File: config.mk
export PLATFORM = sky130hd
export DESIGN_NAME = sevenseg_scan_reader
export DESIGN_NICKNAME = d
export VERILOG_FILES = /design/src/rtl/sevenseg_pkg.sv /design/src/rtl/sevenseg_pattern_decode.sv /design/src/rtl/sevenseg_scan_reader.sv
export SDC_FILE = /design/constraint.sdc
export NUM_CORES = 1
export LEC_CHECK = 0
export CAP_MARGIN = 25
export CELL_PAD_IN_SITES_DETAIL_PLACEMENT = 1
export CELL_PAD_IN_SITES_GLOBAL_PLACEMENT = 1
export CORE_MARGIN = 2
export CORE_UTILIZATION = 41
export DETAILED_ROUTE_END_ITERATION = 7
export GPL_ROUTABILITY_DRIVEN = 0
export PLACE_DENSITY = 0.75
export SYNTH_ARGS = -nofsm -noshare
export SYNTH_HDL_FRONTEND = slang
export SYNTH_SLANG_ARGS = --single-unit
File: constraint.sdc
create_clock -name clk -period 3.3 [get_ports clk]
set_clock_uncertainty 0.05 [all_clocks]
set_input_delay 0.66 -clock clk [delete_from_list [all_inputs] [get_ports clk]]
set_output_delay 0.66 -clock clk [all_outputs]
set_load 0.005 [all_outputs]
File: src/rtl/sevenseg_pkg.sv
// Shared seven-segment definitions: segment patterns, the decoded-digit
// record and the dwell-FSM state type used by the scan reader.
package sevenseg_pkg;

  // Segment pattern, bit order {g,f,e,d,c,b,a}, active-high.
  typedef logic [6:0] seg_t;

  localparam seg_t SEG_0     = 7'h3F;
  localparam seg_t SEG_1     = 7'h06;
  localparam seg_t SEG_2     = 7'h5B;
  localparam seg_t SEG_3     = 7'h4F;
  localparam seg_t SEG_4     = 7'h66;
  localparam seg_t SEG_5     = 7'h6D;
  localparam seg_t SEG_6     = 7'h7D;
  localparam seg_t SEG_7     = 7'h07;
  localparam seg_t SEG_8     = 7'h7F;
  localparam seg_t SEG_9     = 7'h6F;
  localparam seg_t SEG_BLANK = 7'h00;

  // Nibble reported for any pattern that is not a legal digit.
  localparam logic [3:0] NIB_ERR = 4'hF;

  // Result of decoding one segment pattern.
  typedef struct packed {
    logic       err;
    logic [3:0] nib;
  } dec_t;

  // Dwell FSM: SETTLE counts stable samples, HELD marks the dwell captured.
  typedef enum logic [0:0] {
    SETTLE = 1'b0,
    HELD   = 1'b1
  } dwell_state_t;

endpackage

File: src/rtl/sevenseg_pattern_decode.sv
// Combinational seven-segment pattern to BCD decoder. Illegal patterns
// report err=1 with nibble 4'hF so downstream checkers see a marker value.
module sevenseg_pattern_decode
  import sevenseg_pkg::*;
(
  input  seg_t seg,
  output dec_t dec
);

  // Map each legal digit pattern to its value; everything else is an error.
  always_comb begin
    dec = '{err: 1'b0, nib: 4'h0};
    case (seg)
      SEG_0:   dec = '{err: 1'b0, nib: 4'd0};
      SEG_1:   dec = '{err: 1'b0, nib: 4'd1};
      SEG_2:   dec = '{err: 1'b0, nib: 4'd2};
      SEG_3:   dec = '{err: 1'b0, nib: 4'd3};
      SEG_4:   dec = '{err: 1'b0, nib: 4'd4};
      SEG_5:   dec = '{err: 1'b0, nib: 4'd5};
      SEG_6:   dec = '{err: 1'b0, nib: 4'd6};
      SEG_7:   dec = '{err: 1'b0, nib: 4'd7};
      SEG_8:   dec = '{err: 1'b0, nib: 4'd8};
      SEG_9:   dec = '{err: 1'b0, nib: 4'd9};
      default: dec = '{err: 1'b1, nib: NIB_ERR};
    endcase
  end

endmodule

File: src/rtl/sevenseg_scan_reader.sv
// Reads a time-multiplexed seven-segment bus back into BCD frames.
// Each digit dwell must be stable for STABLE_CYCLES samples before it is
// captured once; a frame is emitted when every digit has been captured.
module sevenseg_scan_reader
  import sevenseg_pkg::*;
#(
  parameter int DIGITS        = 4,
  parameter int STABLE_CYCLES = 3
) (
  input  logic                  clk,
  input  logic                  rst_n,
  input  logic [6:0]            seg,
  input  logic [DIGITS-1:0]     dig_en,
  output logic                  frame_valid,
  input  logic                  frame_ready,
  output logic [4*DIGITS-1:0]   frame_data,
  output logic [DIGITS-1:0]     frame_err,
  output logic                  overrun
);

  localparam int CNT_W = $clog2(STABLE_CYCLES + 1);
  localparam logic [CNT_W-1:0] CNT_ONE  = CNT_W'(1);
  localparam logic [CNT_W-1:0] CNT_LAST = CNT_W'(STABLE_CYCLES - 1);
  localparam logic [CNT_W-1:0] CNT_FULL = CNT_W'(STABLE_CYCLES);

  // True when exactly one enable bit is set.
  function automatic logic is_onehot(input logic [DIGITS-1:0] v);
    int unsigned ones;
    ones = 0;
    for (int i = 0; i < DIGITS; i++) begin
      ones += {31'd0, v[i]};
    end
    return (ones == 1);
  endfunction

  // Sample pair registers.
  seg_t                        seg_q, seg_d;
  logic [DIGITS-1:0]           dig_q, dig_d;

  // Dwell FSM and stability counter.
  dwell_state_t                state_q, state_d;
  logic [CNT_W-1:0]            cnt_q, cnt_d;

  // Per-digit capture slots and the set of digits captured this frame.
  logic [DIGITS-1:0][3:0]      slot_nib_q, slot_nib_d;
  logic [DIGITS-1:0]           slot_err_q, slot_err_d;
  logic [DIGITS-1:0]           seen_q, seen_d;

  // Output buffer.
  logic                        frame_valid_q, frame_valid_d;
  logic [4*DIGITS-1:0]         frame_data_q, frame_data_d;
  logic [DIGITS-1:0]           frame_err_q, frame_err_d;
  logic                        overrun_q, overrun_d;

  logic                        pair_change;
  logic                        pins_onehot;
  logic                        capture;
  logic                        complete;
  logic                        buf_free;
  logic [DIGITS-1:0]           seen_next;
  dec_t                        dec;

  // The pins equal the sample whenever no change is seen, so decoding the
  // pins gives the same value as decoding the held sample at capture time.
  sevenseg_pattern_decode u_decode (
    .seg (seg),
    .dec (dec)
  );

  // Dwell tracking: a changed pair restarts the count, a stable one-hot pair
  // advances it, and reaching the threshold captures once and parks in HELD.
  always_comb begin
    seg_d       = seg;
    dig_d       = dig_en;
    state_d     = state_q;
    cnt_d       = cnt_q;
    capture     = 1'b0;
    pair_change = (seg != seg_q) || (dig_en != dig_q);
    pins_onehot = is_onehot(dig_en);
    if (pair_change) begin
      state_d = SETTLE;
      cnt_d   = pins_onehot ? CNT_ONE : '0;
    end else if (state_q == HELD) begin
      state_d = HELD;
      cnt_d   = cnt_q;
    end else if (pins_onehot) begin
      if (cnt_q >= CNT_LAST) begin
        capture = 1'b1;
        state_d = HELD;
        cnt_d   = CNT_FULL;
      end else begin
        cnt_d   = cnt_q + CNT_ONE;
      end
    end else begin
      cnt_d = cnt_q;
    end
  end

  // Slot update: the captured digit overwrites its slot; completion clears seen.
  always_comb begin
    slot_nib_d = slot_nib_q;
    slot_err_d = slot_err_q;
    seen_next  = seen_q;
    for (int i = 0; i < DIGITS; i++) begin
      if (capture && dig_en[i]) begin
        slot_nib_d[i] = dec.nib;
        slot_err_d[i] = dec.err;
        seen_next[i]  = 1'b1;
      end else begin
        seen_next[i]  = seen_q[i];
      end
    end
    complete = capture && (&seen_next);
    if (complete) begin
      seen_d = '0;
    end else begin
      seen_d = seen_next;
    end
  end

  // Output buffer: load a completed frame when free, otherwise flag overrun;
  // an accept drops valid unless a new frame lands in the same cycle.
  always_comb begin
    frame_data_d  = frame_data_q;
    frame_err_d   = frame_err_q;
    frame_valid_d = frame_valid_q;
    overrun_d     = 1'b0;
    buf_free      = !frame_valid_q || frame_ready;
    if (complete && buf_free) begin
      frame_data_d  = slot_nib_d;
      frame_err_d   = slot_err_d;
      frame_valid_d = 1'b1;
    end else if (complete) begin
      overrun_d     = 1'b1;
      frame_valid_d = frame_valid_q;
    end else begin
      frame_valid_d = frame_valid_q && !frame_ready;
    end
  end

  // State registers with synchronous active-low reset.
  always_ff @(posedge clk) begin
    if (!rst_n) begin
      seg_q         <= SEG_BLANK;
      dig_q         <= '0;
      state_q       <= SETTLE;
      cnt_q         <= '0;
      slot_nib_q    <= '0;
      slot_err_q    <= '0;
      seen_q        <= '0;
      frame_valid_q <= 1'b0;
      frame_data_q  <= '0;
      frame_err_q   <= '0;
      overrun_q     <= 1'b0;
    end else begin
      seg_q         <= seg_d;
      dig_q         <= dig_d;
      state_q       <= state_d;
      cnt_q         <= cnt_d;
      slot_nib_q    <= slot_nib_d;
      slot_err_q    <= slot_err_d;
      seen_q        <= seen_d;
      frame_valid_q <= frame_valid_d;
      frame_data_q  <= frame_data_d;
      frame_err_q   <= frame_err_d;
      overrun_q     <= overrun_d;
    end
  end

  assign frame_valid = frame_valid_q;
  assign frame_data  = frame_data_q;
  assign frame_err   = frame_err_q;
  assign overrun     = overrun_q;

endmodule

==> summary.txt, run 1 <==
Power
  – Static leakage: 0.00140 uW
  – Final Total Pwr: 1660 uW
  – Pwr per Cell Area: 465 nW/um2
  – Peak supply drop: 250 uV

Routing
  – Avg WL per Cell: 17.4 um
  – Routed wire length: 7350 um
  – Via/cell ratio: 5.46
  – # DRC: 0
  – Via count: 2304
  – ANT nets after route: 0
  – Pre-antenna DRT Iters: 4
  – Iter 0 DRT Violations: 74

Worst setup path
  – Worst EP required: 3.47 ns
  – Worst path bufs/invs: 6
  – Type of origin of the critical path: input pin
  – CP Capture Type: register
  – Crit-path max cell delay: 0.54 ns
  – Cell Chain, Critical Path: dlymetal6s2s_1 -> inv_2 -> fa_1 -> inv_1 -> ha_2 -> ha_4 -> nor3b_4 -> and4bb_2 -> and4_4 -> buf_12 -> clkbuf_16 -> buf_4 -> o22ai_1
  – CP max stage cell: fa_1
  – Setup Crit Path Kind: input pin to register
  – Crit path max fanout: 7
  – Cell family with the largest share of critical-path delay: adder cells
  – WP data arrival: about 3.1 ns

Yosys
  – Share of flip-flops with an asynchronous set or reset: 0
  – Syn_nets: 300
  – Syn avg cell area: 9.40 um2
  – Mapped Area: between 2000 and 3000 um2
  – Ys flop type: dfxtp_1
  – #FFs+latches synth: 60
  – EDFF count, synth: 0
  – Post-Synthesis Cells: 283
  – Yosys cell types: 45
  – Post-synthesis sequential area ratio: 0.451
  – Synth warn: 0

STA
  – Slew Limit Fails: 0
  – Worst slew margin: 0.380
  – Setup Viol. Count Final: 0
  – Worst-Margin Slew: between 0.9 and 1 ns
  – Fin. Hold Viols: 0
  – Period utilization: 0.886
  – Fmax: 342 MHz
  – RSZ-0062 raised after global routing: no
  – Tmin final: 2.92 ns

CTS
  – TritonCTS clock tree: built
  – Clock sink count: 60
  – Reg clk slew, reported paths: 0.07 ns
  – Root buf cell: clkbuf_8
  – Worst-case clock buffer depth: 2
  – Htree depth: 3
  – Num CTS Buffers: 9
  – Worst-skew pair later-pin latency: roughly 0.34 ns
  – # hold bufs at CTS: 0

Finish
  – Nets@finish: 357
  – Ant diodes: 0
  – Fill cells: 718
  – Utilization after layout: 0.565
  – Share of post-route cells with drive strength above 1: 0.209
  – Area Overhead vs Synth: 34.1%

GRT
  – First-pass GRT wire length: 11800 um
  – Largest net degree at the start of global routing: 45
  – Gr usage total: 0.210
  – Antenna violations before repair: 0
  – Vias in the first global route: 2412
  – Gr ovfl total: 0

Floorplan
  – Core footprint: 6310 um2
  – Row count: 29
  – Die Width: 84.6 um
  – Overall die height: 84.6 um
  – I/O pins: 36
  – Initial Utilization: 0.422
  – Die area: 7150 um2

Place
  – Number of port buffers: 35
  – HPWL after DPL: about 4600 um

Flow run
  – Max_cap viols: 0

Worst hold path
  – Hold Crit Class: register to register

Status
  – Status: complete, no violations
cells in the mapped netlist, types with 3 or more instances:
| library cell | count | area (um2) |
|---|---|---|
| and4_1 | 5 | 43.8 |
| o211ai_1 | 9 | 67.6 |
| buf_6 | 4 | 45.0 |
| nor2_1 | 29 | 109 |
| o21ai_1 | 13 | 65.1 |
| mux2i_1 | 13 | 130 |
| nand3_1 | 3 | 15.0 |
| nor3_1 | 3 | 15.0 |
| xor2_1 | 12 | 105 |
| a21oi_1 | 18 | 90.1 |
| and2_1 | 6 | 37.5 |
| inv_1 | 7 | 26.3 |
| and3_1 | 6 | 37.5 |
| nor4_1 | 9 | 56.3 |
| o21ai_0 | 7 | 35.0 |
| clkbuf_1 | 6 | 22.5 |
| buf_2 | 11 | 55.1 |
| o21a_1 | 5 | 37.5 |
| nand2_1 | 14 | 52.6 |
| o22ai_1 | 11 | 68.8 |
| dfxtp_1 | 60 | 1200 |
path summary, 6_finish.rpt:
path | start | end | slack (ns) | cells past startpoint
max | dig_en[0] | frame_data[6] | 0.38 | 13
min | frame_data[2] | frame_data[2] | 0.42 | 2
max reg2reg | seg_q[6] | frame_data[4] | 1.35 | 6
min reg2reg | frame_data[2] | frame_data[2] | 0.42 | 2
layout make-up:
| type | instances | area (um2) | share of cell area |
|---|---|---|---|
| clock inverter | 5 | 81.3 | 0.0228 |
| multi-input combinational | 193 | 1340 | 0.376 |
| inverter | 7 | 26.3 | 0.00736 |
| sequential | 60 | 1200 | 0.337 |
| clock buffer | 11 | 151 | 0.0424 |
| timing repair buffer | 69 | 672 | 0.188 |
| tap | 77 | 96.3 | 0.0270 |
placed cells by master (no fill, tap or decap), types with 4 or more instances in the layout:
cell type / netlist / routed
xor2_1: 12 / 12
o21a_1: 5 / 5
nor2_1: 29 / 29
buf_4: 2 / 29
dfxtp_1: 60 / 60
and2_1: 6 / 6
a21oi_1: 18 / 18
clkbuf_8: 0 / 11
o211ai_1: 9 / 9
o21ai_1: 13 / 13
inv_1: 7 / 4
o22ai_1: 11 / 11
clkdlybuf4s50_1: 0 / 32
and3_1: 6 / 6
nor4_1: 9 / 8
and4_4: 0 / 5
nand2_1: 14 / 14
o21ai_0: 7 / 7
mux2i_1: 13 / 12
metrics by stage:
stage	hold WS, ns	cells	instance area [um2]	worst slack, ns	setup TNS (ns)
floorplan	0.391	283	2660	0.185	0
global placement	0.399	401	3210	-0.398	-14.20
detailed placement	0.412	401	3210	-0.464	-16.83
CTS	0.428	417	3460	-0.0192	-0.0192
global route	0.459	422	3570	0.252	0
finish	0.421	422	3570	0.376	0
routing by layer:
layer | vias to the layer above | GRT usage | routed length (um)
met2 | 32 | 0.341 | 3630
met1 | 1141 | 0.264 | 3400
met3 | 11 | 0.0551 | 217
li1 | 1120 | - | -
met5 | - | 0 | 0
met4 | 0 | 0.0895 | 102
registers in the layout, summed over array words and instances (netlist names):
signal       cells
frame_data      16
slot_nib_q      16
seg_q            7
dig_q            4
frame_err        4
seen_q           4
slot_err_q       4
cnt_q            2
frame_valid      1
overrun          1
state_q          1
what timing repair did:
item	CTS	global route
pin swaps	1	3
gates resized for setup	8	13
cloned	0	1
setup buffers	0	4
setup endpoints to repair	30	40
kinds of logic after synthesis:
family | synth area share
buf+inv | 0.0616
fa+ha+maj | 0.0169
simple gates | 0.221
compound gates | 0.161
flops | 0.451
xor+xnor | 0.0395
mux | 0.0489
tightest hold or removal path, delay by kind of cell, from the launching register on:
kind | cells | cell delay [ns]
flip-flops | 1 | 0.31
AND/OR/NAND/NOR | 1 | 0.05
AO/OA/AOI/OAI | 1 | 0.06
where the power goes:
| part | leakage, uW | internal (uW) | switching (uW) |
|---|---|---|---|
| sequential | 0.000486 | 731 | 3.77 |
| combinational | 0.000798 | 64.9 | 82.8 |
| clock | 0.000116 | 468 | 308 |
| total | 0.00140 | 1260 | 394 |
(Power assumes the default switching activity.)
==> run 2: changes to the inputs <==
SKIP_CTS_REPAIR_TIMING = 1   (was unset)
==> summary.txt, run 2 (synthesis gave the netlist of run 1 again) <==
Status
  – Status: complete, no violations (unchanged)

Finish
  – Area Overhead vs Synth: 33.1% (was 34.1%)
  – Ant diodes: 0 (unchanged)
  – Commonest non-fill, non-tap cell in the layout: dfxtp_1 (unchanged)
  – Fill cells: 718 (unchanged)
  – Most frequent cells in the layout: dfxtp_1 (60), clkdlybuf4s50_1 (33), nor2_1 (29) (was dfxtp_1 (60), clkdlybuf4s50_1 (32), nor2_1 (29), buf_4 (29), a21oi_1 (18))
  – FF+latch area: 1200 um2 (unchanged)
  – Nets@finish: 355 (was 357)
  – Share of post-route cells with drive strength above 1: 0.201 (was 0.209)
  – Multi-input logic area: 1330 um2 (was 1340 um2)
  – Design Area, Final: 3540 um2 (was 3570 um2)

Worst setup path
  – CP Depth: 13 (unchanged)
  – Crit-path max cell delay: 0.49 ns (was 0.54 ns)
  – R2R Setup Slk: 1.38 ns (was 1.35 ns)
  – FF-to-FF path depth: 6 (unchanged)
  – Crit path max fanout: 7 (unchanged)
  – WP data arrival: 3.37 ns (was 3.09 ns)
  – Type of origin of the critical path: input pin (unchanged)
  – Worst path bufs/invs: 6 (unchanged)
  – Setup Crit Path Kind: input pin to register (unchanged)
  – Reg-to-reg endpoint: frame_data[8] (was frame_data[4])
  – CP Capture Type: register (unchanged)
  – Setup crit end: frame_data[6] (unchanged)
  – Reg2Reg Launch Point: seg_q[6] (unchanged)
  – Cell Chain, Critical Path: clkdlybuf4s50_1 -> inv_2 -> fa_1 -> inv_1 -> ha_2 -> ha_4 -> nor3b_4 -> and4bb_2 -> and4_4 -> buf_12 -> clkbuf_16 -> buf_4 -> o22ai_1 (was dlymetal6s2s_1 -> inv_2 -> fa_1 -> inv_1 -> ha_2 -> ha_4 -> nor3b_4 -> and4bb_2 -> and4_4 -> buf_12 -> clkbuf_16 -> buf_4 -> o22ai_1)
  – Worst EP required: 3.47 ns (about the same)
  – CP startpoint: dig_en[3] (was dig_en[0])
  – Cell family with the largest share of critical-path delay: buffers and inverters (was adder cells)
  – CP max stage cell: clkdlybuf4s50_1 (was fa_1)

STA
  – Setup Viol. Count Final: 0 (unchanged)
  – Slew Limit Fails: 0 (unchanged)
  – Final hold slack: 0.422 ns (was 0.421 ns)
  – Tmin final: 3.19 ns (was 2.92 ns)
  – Worst-Margin Slew: 0.856 ns (was 0.924 ns)
  – Worst slew margin: 0.426 (was 0.380)
  – Fin. Hold Viols: 0 (unchanged)
  – Period utilization: 0.968 (was 0.886)
  – Fmax: 313 MHz (was 342 MHz)

CTS
  – Worst-skew pair later-pin latency: 0.34 ns (about the same)
  – Num CTS Buffers: 9 (unchanged)
  – Worst-case clock buffer depth: 2 (unchanged)
  – Htree depth: 3 (unchanged)
  – Root buf cell: clkbuf_8 (unchanged)
  – TritonCTS clock tree: built (unchanged)
  – Reg clk slew, reported paths: 0.07 ns (about the same)
  – Clock sink count: 60 (unchanged)

Routing
  – Pre-antenna DRT Iters: 5 (was 4)
  – Via/cell ratio: 5.46 (about the same)
  – Avg WL per Cell: 17.3 um (was 17.4 um)
  – # DRC: 0 (unchanged)
  – ANT nets after route: 0 (unchanged)
  – Iter 0 DRT Violations: 71 (was 74)
  – Routed wire length: 7280 um (was 7350 um)
  – Via count: 2294 (was 2304)

GRT
  – Gr usage total: 0.205 (was 0.210)
  – Gr ovfl total: 0 (unchanged)
  – Largest net degree at the start of global routing: 45 (unchanged)
  – Antenna violations before repair: 0 (unchanged)
  – First-pass GRT wire length: 11500 um (was 11800 um)
  – Vias in the first global route: 2338 (was 2412)

Flow run
  – Max_cap viols: 0 (unchanged)

Floorplan
  – Die area: 7150 um2 (unchanged)
  – I/O pins: 36 (unchanged)
  – Die Width: 84.6 um (unchanged)
  – Overall die height: 84.6 um (unchanged)
  – Row count: 29 (unchanged)
  – Core footprint: 6310 um2 (unchanged)
  – Initial Utilization: 0.422 (unchanged)

Power
  – Static leakage: 0.00138 uW (was 0.00140 uW)
  – Pwr per Cell Area: 467 nW/um2 (was 465 nW/um2)
  – Peak supply drop: 250 uV (about the same)

Place
  – HPWL after DPL: 4620 um (unchanged)
  – Number of port buffers: 35 (unchanged)
  – DP Area: 3210 um2 (unchanged)

Worst hold path
  – Hold Crit Class: register to register (unchanged)
  – Hold Crit Depth: 2 (unchanged)
==> run 2: changes by cell type in the layout (fill, tap and decap cells not counted), sizes merged <==
cell / delta
clkdlybuf4s50: +1
dlymetal6s2s: -1
buf: -2
==> run 2: final cells by class <==
class                           count  share of cell area
Inverter                            7             0.00742
Sequential cell                    60               0.339
Multi-Input combinational cell    193               0.376
Clock inverter                      5              0.0230
Clock buffer                       11              0.0427
Tap cell                           77              0.0272
Timing Repair Buffer               67               0.185
==> run 2: per-stage QoR <==
stage / total power, uW / worst slack (ns) / cells / TNS, ns / utilization
5_1_grt: 1720 / -0.0380 / 420 / -0.124 / 0.561
3_3_place_gp: 878 / -0.398 / 401 / -14.20 / 0.509
6_report: 1650 / 0.107 / 420 / 0 / 0.561
3_5_place_dp: 883 / -0.464 / 401 / -16.83 / 0.509
4_1_cts: 1650 / -0.150 / 417 / -1.84 / 0.546
2_1_floorplan: 835 / 0.185 / 283 / 0 / -
==> run 2: worst min-delay path: stages (launching register included) <==
cell	delay, ns
dfxtp_1	0.31
nand2_1	0.05
o22ai_1	0.06
==> run 2: worst min path at each step <==
| stage | start | slack, ns | to |
|---|---|---|---|
| global placement | seen_q[1] | 0.40 | seen_q[1] |
| floorplan | seen_q[2] | 0.39 | seen_q[2] |
| finish | frame_data[2] | 0.42 | frame_data[2] |
| detailed placement | seen_q[1] | 0.41 | seen_q[1] |
| global route | seen_q[2] | 0.46 | seen_q[2] |
| CTS | frame_data[2] | 0.43 | frame_data[2] |
==> run 2: report_power, final <==
| part | switching [uW] | internal [uW] |
|---|---|---|
| Sequential | 3.70 | 731 |
| Combinational | 80.7 | 61.7 |
| Clock | 308 | 468 |
==> run 2: metal layers <==
layer / part of all wire / vias to the layer above / GRT usage
met4: 0.016 / 0 / 0.0779
met1: 0.44 / 1123 / 0.262
met2: 0.50 / 44 / 0.331
met5: 0 / - / 0
li1: - / 1115 / -
met3: 0.039 / 12 / 0.0551
==> run 3: changes to the inputs <==
ABC_CLOCK_PERIOD_IN_PS = 3300   (was unset)
CORE_MARGIN = 5   (was 2)
==> summary.txt, run 3 (synthesis gave the netlist of run 1 again) <==
Status
  – Status: complete, no violations (unchanged)

Worst setup path
  – R2R Setup Slk: 1.37 ns (was 1.38 ns)
  – Crit-path max cell delay: 0.51 ns (was 0.49 ns)
  – CP max stage cell: clkdlybuf4s50_1 (unchanged)
  – Reg2Reg Launch Point: dig_q[2] (was seg_q[6])
  – Type of origin of the critical path: input pin (unchanged)
  – Worst path bufs/invs: 4 (was 6)
  – CP startpoint: dig_en[1] (was dig_en[3])
  – Cell Chain, Critical Path: clkdlybuf4s50_1 -> inv_2 -> fa_1 -> inv_1 -> ha_2 -> ha_4 -> nor3b_4 -> and4bb_2 -> and4_4 -> buf_4 -> o21ai_1 -> a21oi_1 (was clkdlybuf4s50_1 -> inv_2 -> fa_1 -> inv_1 -> ha_2 -> ha_4 -> nor3b_4 -> and4bb_2 -> and4_4 -> buf_12 -> clkbuf_16 -> buf_4 -> o22ai_1)
  – Setup Crit Path Kind: input pin to register (unchanged)
  – Worst EP required: 3.52 ns (was 3.47 ns)
  – Crit path max fanout: 12 (was 7)
  – CP Capture Type: register (unchanged)
  – Cell family with the largest share of critical-path delay: adder cells (was buffers and inverters)
  – WP data arrival: 3.44 ns (was 3.37 ns)

CTS
  – Worst-skew pair later-pin latency: 0.34 ns (about the same)
  – Htree depth: 3 (unchanged)
  – Reg clk slew, reported paths: 0.07 ns (about the same)
  – Root buf cell: clkbuf_8 (unchanged)
  – Clock sink count: 60 (unchanged)
  – TritonCTS clock tree: built (unchanged)
  – Num CTS Buffers: 9 (unchanged)
  – Worst-case clock buffer depth: 2 (unchanged)

GRT
  – First-pass GRT wire length: 11700 um (was 11500 um)
  – Antenna violations before repair: 0 (unchanged)
  – Largest net degree at the start of global routing: 45 (unchanged)
  – Vias in the first global route: 2453 (was 2338)
  – Gr ovfl total: 0 (unchanged)
  – Gr usage total: 0.174 (was 0.205)

Floorplan
  – I/O pins: 36 (unchanged)
  – Initial Utilization: 0.419 (was 0.422)
  – Die Width: 90.6 um (was 84.6 um)
  – Overall die height: 90.6 um (was 84.6 um)
  – Row count: 29 (unchanged)
  – Core footprint: 6350 um2 (was 6310 um2)
  – Die area: 8200 um2 (was 7150 um2)

Finish
  – Ant diodes: 0 (unchanged)
  – Most frequent cells in the layout: dfxtp_1 (60), clkdlybuf4s50_1 (34), buf_4 (30) (was dfxtp_1 (60), clkdlybuf4s50_1 (33), nor2_1 (29))
  – Commonest non-fill, non-tap cell in the layout: dfxtp_1 (unchanged)
  – Nets@finish: 357 (was 355)
  – Fill cells: 717 (was 718)
  – Area Overhead vs Synth: 32.8% (was 33.1%)
  – Post-route insts no fill: 422 (was 420)
  – Share of post-route cells with drive strength above 1: 0.220 (was 0.201)
  – Design Area, Final: 3530 um2 (was 3540 um2)

Routing
  – Iter 0 DRT Violations: 70 (was 71)
  – Pre-antenna DRT Iters: 4 (was 5)
  – Avg WL per Cell: 17.1 um (was 17.3 um)
  – ANT nets after route: 0 (unchanged)
  – Via/cell ratio: 5.41 (was 5.46)
  – Via count: 2284 (was 2294)
  – Routed wire length: 7210 um (was 7280 um)
  – # DRC: 0 (unchanged)

Power
  – Final Total Pwr: 1480 uW (was 1650 uW)
  – Pwr per Cell Area: 419 nW/um2 (was 467 nW/um2)
  – Static leakage: 0.00135 uW (was 0.00138 uW)
  – Peak supply drop: 264 uV (was 250 uV)

Flow run
  – Max_cap viols: 0 (unchanged)

Place
  – Number of port buffers: 35 (unchanged)
  – Placed instance count: 403 (was 401)
  – HPWL after DPL: 4780 um (was 4620 um)
  – DP Area: 3220 um2 (was 3210 um2)

STA
  – Worst slew margin: 0.234 (was 0.426)
  – Setup Viol. Count Final: 0 (unchanged)
  – Period utilization: 0.978 (was 0.968)
  – Fin. Hold Viols: 0 (unchanged)
  – Tmin final: 3.23 ns (was 3.19 ns)
  – Fmax: 310 MHz (was 313 MHz)
  – Worst-Margin Slew: 1.14 ns (was 0.856 ns)
  – Slew Limit Fails: 0 (unchanged)

Worst hold path
  – Hold Crit Class: register to register (unchanged)
  – Worst hold start: frame_data[14] (was frame_data[2])
==> run 3: worst register-to-register path: cells and delay by family (launching register included) <==
family / cells / cell delay (ns)
compound gates: 1 / 0.07
simple gates: 3 / 1.01
flops: 1 / 0.31
xor+xnor: 1 / 0.19
buf+inv: 1 / 0.18
==> run 3: routing by layer <==
metal,up-vias,track usage,share of wire,routed length (um)
met2,38,0.278,0.48,3430
li1,1123,-,-,-
met1,1109,0.217,0.47,3390
met3,14,0.0425,0.031,227
met5,-,0,0,0
met4,0,0.0906,0.023,165
==> run 3: final timing paths <==
path | end | depth (start not counted)
setup / recovery | frame_data[13] | 12
hold / removal | frame_data[14] | 2
setup reg to reg | frame_data[4] | 6
hold reg to reg | frame_data[14] | 2
==> run 3: power by group <==
part           total [uW]  leakage, uW  internal, uW  switching [uW]
sequential            735     0.000486           732            3.44
clock                 604    0.0000855           294             310
combinational         142     0.000777          59.8            81.9
total                1480      0.00135          1090             395
==> run 3: layout make-up <==
type	count	area (um2)	area share
sequential	60	1200	0.340
tap	77	96.3	0.0273
multi-input combinational	193	1400	0.396
clock inverter	5	37.5	0.0106
timing repair buffer	69	632	0.179
clock buffer	11	141	0.0400
inverter	7	26.3	0.00743
==> run 3: metrics by stage <==
stage / setup TNS [ns] / hold slack [ns] / worst slack, ns / utilization
after floorplan: 0 / 0.391 / 0.185 / -
after global placement: -14.08 / 0.403 / -0.408 / 0.506
after detailed placement: -16.88 / 0.404 / -0.471 / 0.506
after CTS: -1.88 / 0.425 / -0.118 / 0.535
after global routing: -0.0785 / 0.459 / -0.0202 / 0.557
final: 0 / 0.421 / 0.0737 / 0.557
==> RTL change 1: new RTL, settings of run 3 <==
The parameter `DIGITS` goes from 4 to 8.
--- a/src/rtl/sevenseg_scan_reader.sv
+++ b/src/rtl/sevenseg_scan_reader.sv
@@ -4,7 +4,7 @@
 module sevenseg_scan_reader
   import sevenseg_pkg::*;
 #(
-  parameter int DIGITS        = 4,
+  parameter int DIGITS        = 8,
   parameter int STABLE_CYCLES = 3
 ) (
   input  logic                  clk,
Ports: changed (resized dig_en, frame_data and frame_err); port bits go from 36 to 60. The function was not compared with the original's and may differ.
==> RTL change 1 against run 3 <==
The run now ends with negative setup slack left; critical path depth increased by 6; cell area increased by 82%; maximum frequency decreased by 27%; synthesized area increased by 64%; sequential cell count increased by 48; routed wire length increased by 110%; combinational power increased by 100%; die area increased by 56%; setup slack got worse by 1200 ps; total power increased by 63%; first-iteration DRC count increased to 3.1 times the old value; sequential power increased by 81%; critical path type unchanged; largest cell class unchanged; highest routed layer unchanged.
==> RTL change 1: results (changes against run 3) <==
[run_status]
outcome=finished with violations
violations=negative setup slack

[placement]
dpl.cell_count=656  ; +63%
hpwl_um=8470  ; +77%
detailedPlace.worstSlack_ps=-1790  ; -1320 ps
placedInstanceArea_mm2=0.00538  ; +67%
port-buffer-count=59  ; +69%

[global_routing]
grt.total_usage=0.184  ; +0.00929
grt_max_degree=37  ; -18%
grt_pass1_wl_um=18900  ; +61%

[hold_path]
hold_start=seen_q[2]
whs_endpoint=seen_q[2]

[sta]
whs_ps=429  ; +7.33 ps
fin_tns_setup_ps=-93770  ; -93,770 ps
worst_pin_slew_ps=894  ; -249 ps
finalSetupViolCount=93  ; +93
setup_slack_ps=-1140  ; -1220 ps

[clocking]
htreeDepth=3  ; unchanged
clk-insertion-delay-late_ps=390  ; +50 ps
clk_pin_slew_worst_paths_ps=110  ; +40 ps

[setup_path]
timing.rr.start=dig_q[3]
crit_fanout=7  ; -5
crit_end=frame_data[1]
crit_start=dig_en[0]
worst_r2r_path_depth=9  ; +3
rrSetupSlack_ps=1080  ; -290 ps

[routing]
drtIter0Drc=214  ; +210%
wl_um=15300  ; +110%

[synthesis]
synthDistinctLibCells=46  ; +2.2%
ys_seq_area_frac=0.494  ; +0.0429
syn_inst=450  ; +59%
synth_area_leaders=dfxtp_1, mux2i_1, nor2_1
synth_nets=475  ; +58%

[final_layout]
nets=577  ; +62%
syn_to_final_growth_pct=46.9
fill_cells=1096  ; +53%
fin_cells=692  ; +64%

[power]
peakVddDrop_v=0.000203  ; -23%
p_leak_nw=2.34  ; +74%

## RTL change 1: cell types whose count changed in the layout (fill, tap and decap cells not counted), sizes merged, moves of 10 or more
cell | before | now
buf | 34 | 54
clkdlybuf4s50 | 34 | 56
dfxtp | 60 | 108
inv | 7 | 18
mux2i | 13 | 32
nor2 | 29 | 68
o21ai | 20 | 30
xnor2 | 0 | 16
xor2 | 12 | 0
## RTL change 1: kinds of logic after synthesis
logic type,share of synthesized area
XOR/XNOR,0.0320
AO/OA/AOI/OAI,0.134
adder cells (fa/ha/maj),0.0269
AND/OR/NAND/NOR,0.193
buffers and inverters,0.0475
multiplexers,0.0732
flip-flops,0.494
## RTL change 1: critical path, cell delays in order
cell       delay (ps)
buf_8              90
inv_8              30
fa_1              490
fa_1              540
fa_1              410
inv_1              80
ha_2              180
inv_2              40
fa_1              490
and4bb_1          260
a31oi_4           120
nor4_4            270
buf_4             160
and4_4            330
buf_12            170
clkbuf_16         160
o21ai_1            70
a21oi_1           170
## RTL change 1: final cells by class
class | instances | area share
Multi-Input combinational cell | 299 | 0.402
Timing Repair Buffer | 117 | 0.194
Clock inverter | 6 | 0.00974
Tap cell | 136 | 0.0265
Clock buffer | 9 | 0.0193
Sequential cell | 108 | 0.336
Inverter | 17 | 0.0115
## RTL change 1: layer usage
layer	global-route usage	vias up	routed length (um)
met4	0.0489	0	418
met3	0.0422	33	582
met1	0.231	1906	6360
li1	-	1755	-
met5	0	-	0
met2	0.317	102	7990
## RTL change 1: report_power, final
group	internal (mW)	total, mW	switching (mW)
logic	0.127	0.287	0.160
registers	1.32	1.33	0.00948
clock network	0.288	0.799	0.511
total	1.73	2.41	0.681
==> RTL change 2: new RTL, settings of run 3 <==
Made on the original files. Register the output `overrun` once more, without a reset; this adds one clock of latency there. The other outputs are not delayed to match.
--- a/src/rtl/sevenseg_scan_reader.sv
+++ b/src/rtl/sevenseg_scan_reader.sv
@@ -170,7 +170,9 @@
   assign frame_valid = frame_valid_q;
   assign frame_data  = frame_data_q;
   assign frame_err   = frame_err_q;
-  assign overrun     = overrun_q;
+  always_ff @(posedge clk) begin
+    overrun <= overrun_q;
+  end
 
 endmodule
 
Formal check against the unedited RTL: same outputs for any inputs over 10 cycles, from zero or initial values and one cycle with rst_n low; that may be too few to reach the edited logic, so the function may still have changed.
==> RTL change 2 against run 3 <==
Cell area is 3.9% higher; sequential cell count rose by 1; largest cell class unchanged; sequential share of layout area decreased by 0.74 points; total power increased by 6.1%; synthesized area rose by 0.75%; die area grew 0.67%; final cell count increased by 1.4%; routed wire length up 13%; count of clock-buffer cells in the layout is 1 lower; setup slack gained 280 ps; via count rose by 3.5%; synthesized cell count grew 0.35%; combinational power grew 8%.
==> RTL change 2: results (changes against run 3) <==
[run_status]
outcome=completed

[synthesis]
synth_xor_area_frac=0.0392  ; -0.000295
synth_nets=301  ; +0.33%
synthDistinctLibCells=45  ; unchanged
muxShareOfSynthArea=0.0485  ; -0.000365
synth_area_leaders=dfxtp_1, mux2i_1, nor2_1
synthAdderAreaFrac=0.0168  ; -0.000126
ys_warn_count=0  ; unchanged
synthTopCellsByCount=dfxtp_1, nor2_1, a21oi_1
ys_seq_area_frac=0.455  ; +0.00410
synth_compound_area_frac=0.160  ; -0.00120
syn_inst=284  ; +0.35%

[placement]
port-buffer-count=35  ; unchanged
hpwl_um=5010  ; +4.9%
placedInstanceArea_mm2=0.00328  ; +2.1%
dpl.cell_count=407  ; +0.99%
detailedPlace.worstSlack_ps=-492  ; -21.0 ps

[sta]
slew-limit-headroom=0.359  ; +0.125

[routing]
postRouteAntennaNets=0  ; unchanged
vias=2363  ; +3.5%
wl_um=8120  ; +13%
wl_per_cell_um=19.0  ; +11%
met3_length_um=281  ; +24%
wl_met1_um=3590  ; +5.9%
drtPass1Iterations=4  ; unchanged
routed-wl-met2_um=4080  ; +19%
drtIter0Drc=82  ; +17%
top_layer=met4

[final_layout]
fill_cells=708  ; -1.3%
syn_to_final_growth_pct=37.0
drive_gt1_frac=0.231  ; +0.0105
nets=363  ; +1.7%
antenna_cells=0  ; unchanged

[global_routing]
grt_pass1_vias=2402  ; -2.1%
met2_usage=0.281  ; +0.00303
grt_max_degree=45  ; unchanged
use_met3=0.0450  ; +0.00250
antenna_found_initial=0  ; unchanged
grt.total_usage=0.180  ; +0.00562
gr-usage-met1=0.236  ; +0.0191
grt_pass1_wl_um=12000  ; +2.9%

[power]
peakVddDrop_v=0.000388  ; +47%
power.switching_mw=0.394  ; -0.16%
netSwitchingFraction=0.251  ; -0.0157
clkPwrFrac=0.426  ; +0.018
comb_power_share=0.098  ; +0.002
p_leak_nw=1.44  ; +6.7%

[clocking]
clk_pin_slew_worst_paths_ps=70  ; about the same
clockBufferDepth=2  ; unchanged
numCtsBuffers=9  ; unchanged
clk-insertion-delay-late_ps=340  ; about the same
htreeDepth=3  ; unchanged

[setup_path]
crit_arrival_ps=3120  ; -320 ps
crit_fanout=6  ; -6

RTL change 2: cell count changes after synthesis, sizes merged:
cell	delta
dfxtp	+1
RTL change 2: layout make-up:
| type | count | area share |
|---|---|---|
| repair buffers | 74 | 0.202 |
| clock buffers | 10 | 0.0375 |
| well taps | 77 | 0.0262 |
| flip-flops and latches | 61 | 0.332 |
| clock inverters | 6 | 0.0167 |
| inverters | 7 | 0.00715 |
| multi-input cells | 193 | 0.378 |
RTL change 2: path summary, 6_finish.rpt:
path                            slack [ps]            to      start  cells after the start
worst max-delay path                   350  frame_err[3]  dig_en[0]                     12
worst min-delay path                   280       overrun  overrun_q                      0
worst max register to register        1240      cnt_q[0]   seg_q[6]                      6
worst min register to register         280       overrun  overrun_q                      0
RTL change 2: worst max-delay path: stages:
cell and delay, ps:
dlymetal6s2s_1 130, inv_2 60, fa_1 550, inv_1 60, ha_1 210, ha_4 220, nor3b_4 260, and3_4 230
and4_4 230, buf_6 150, mux2i_2 250, a21oi_1 100
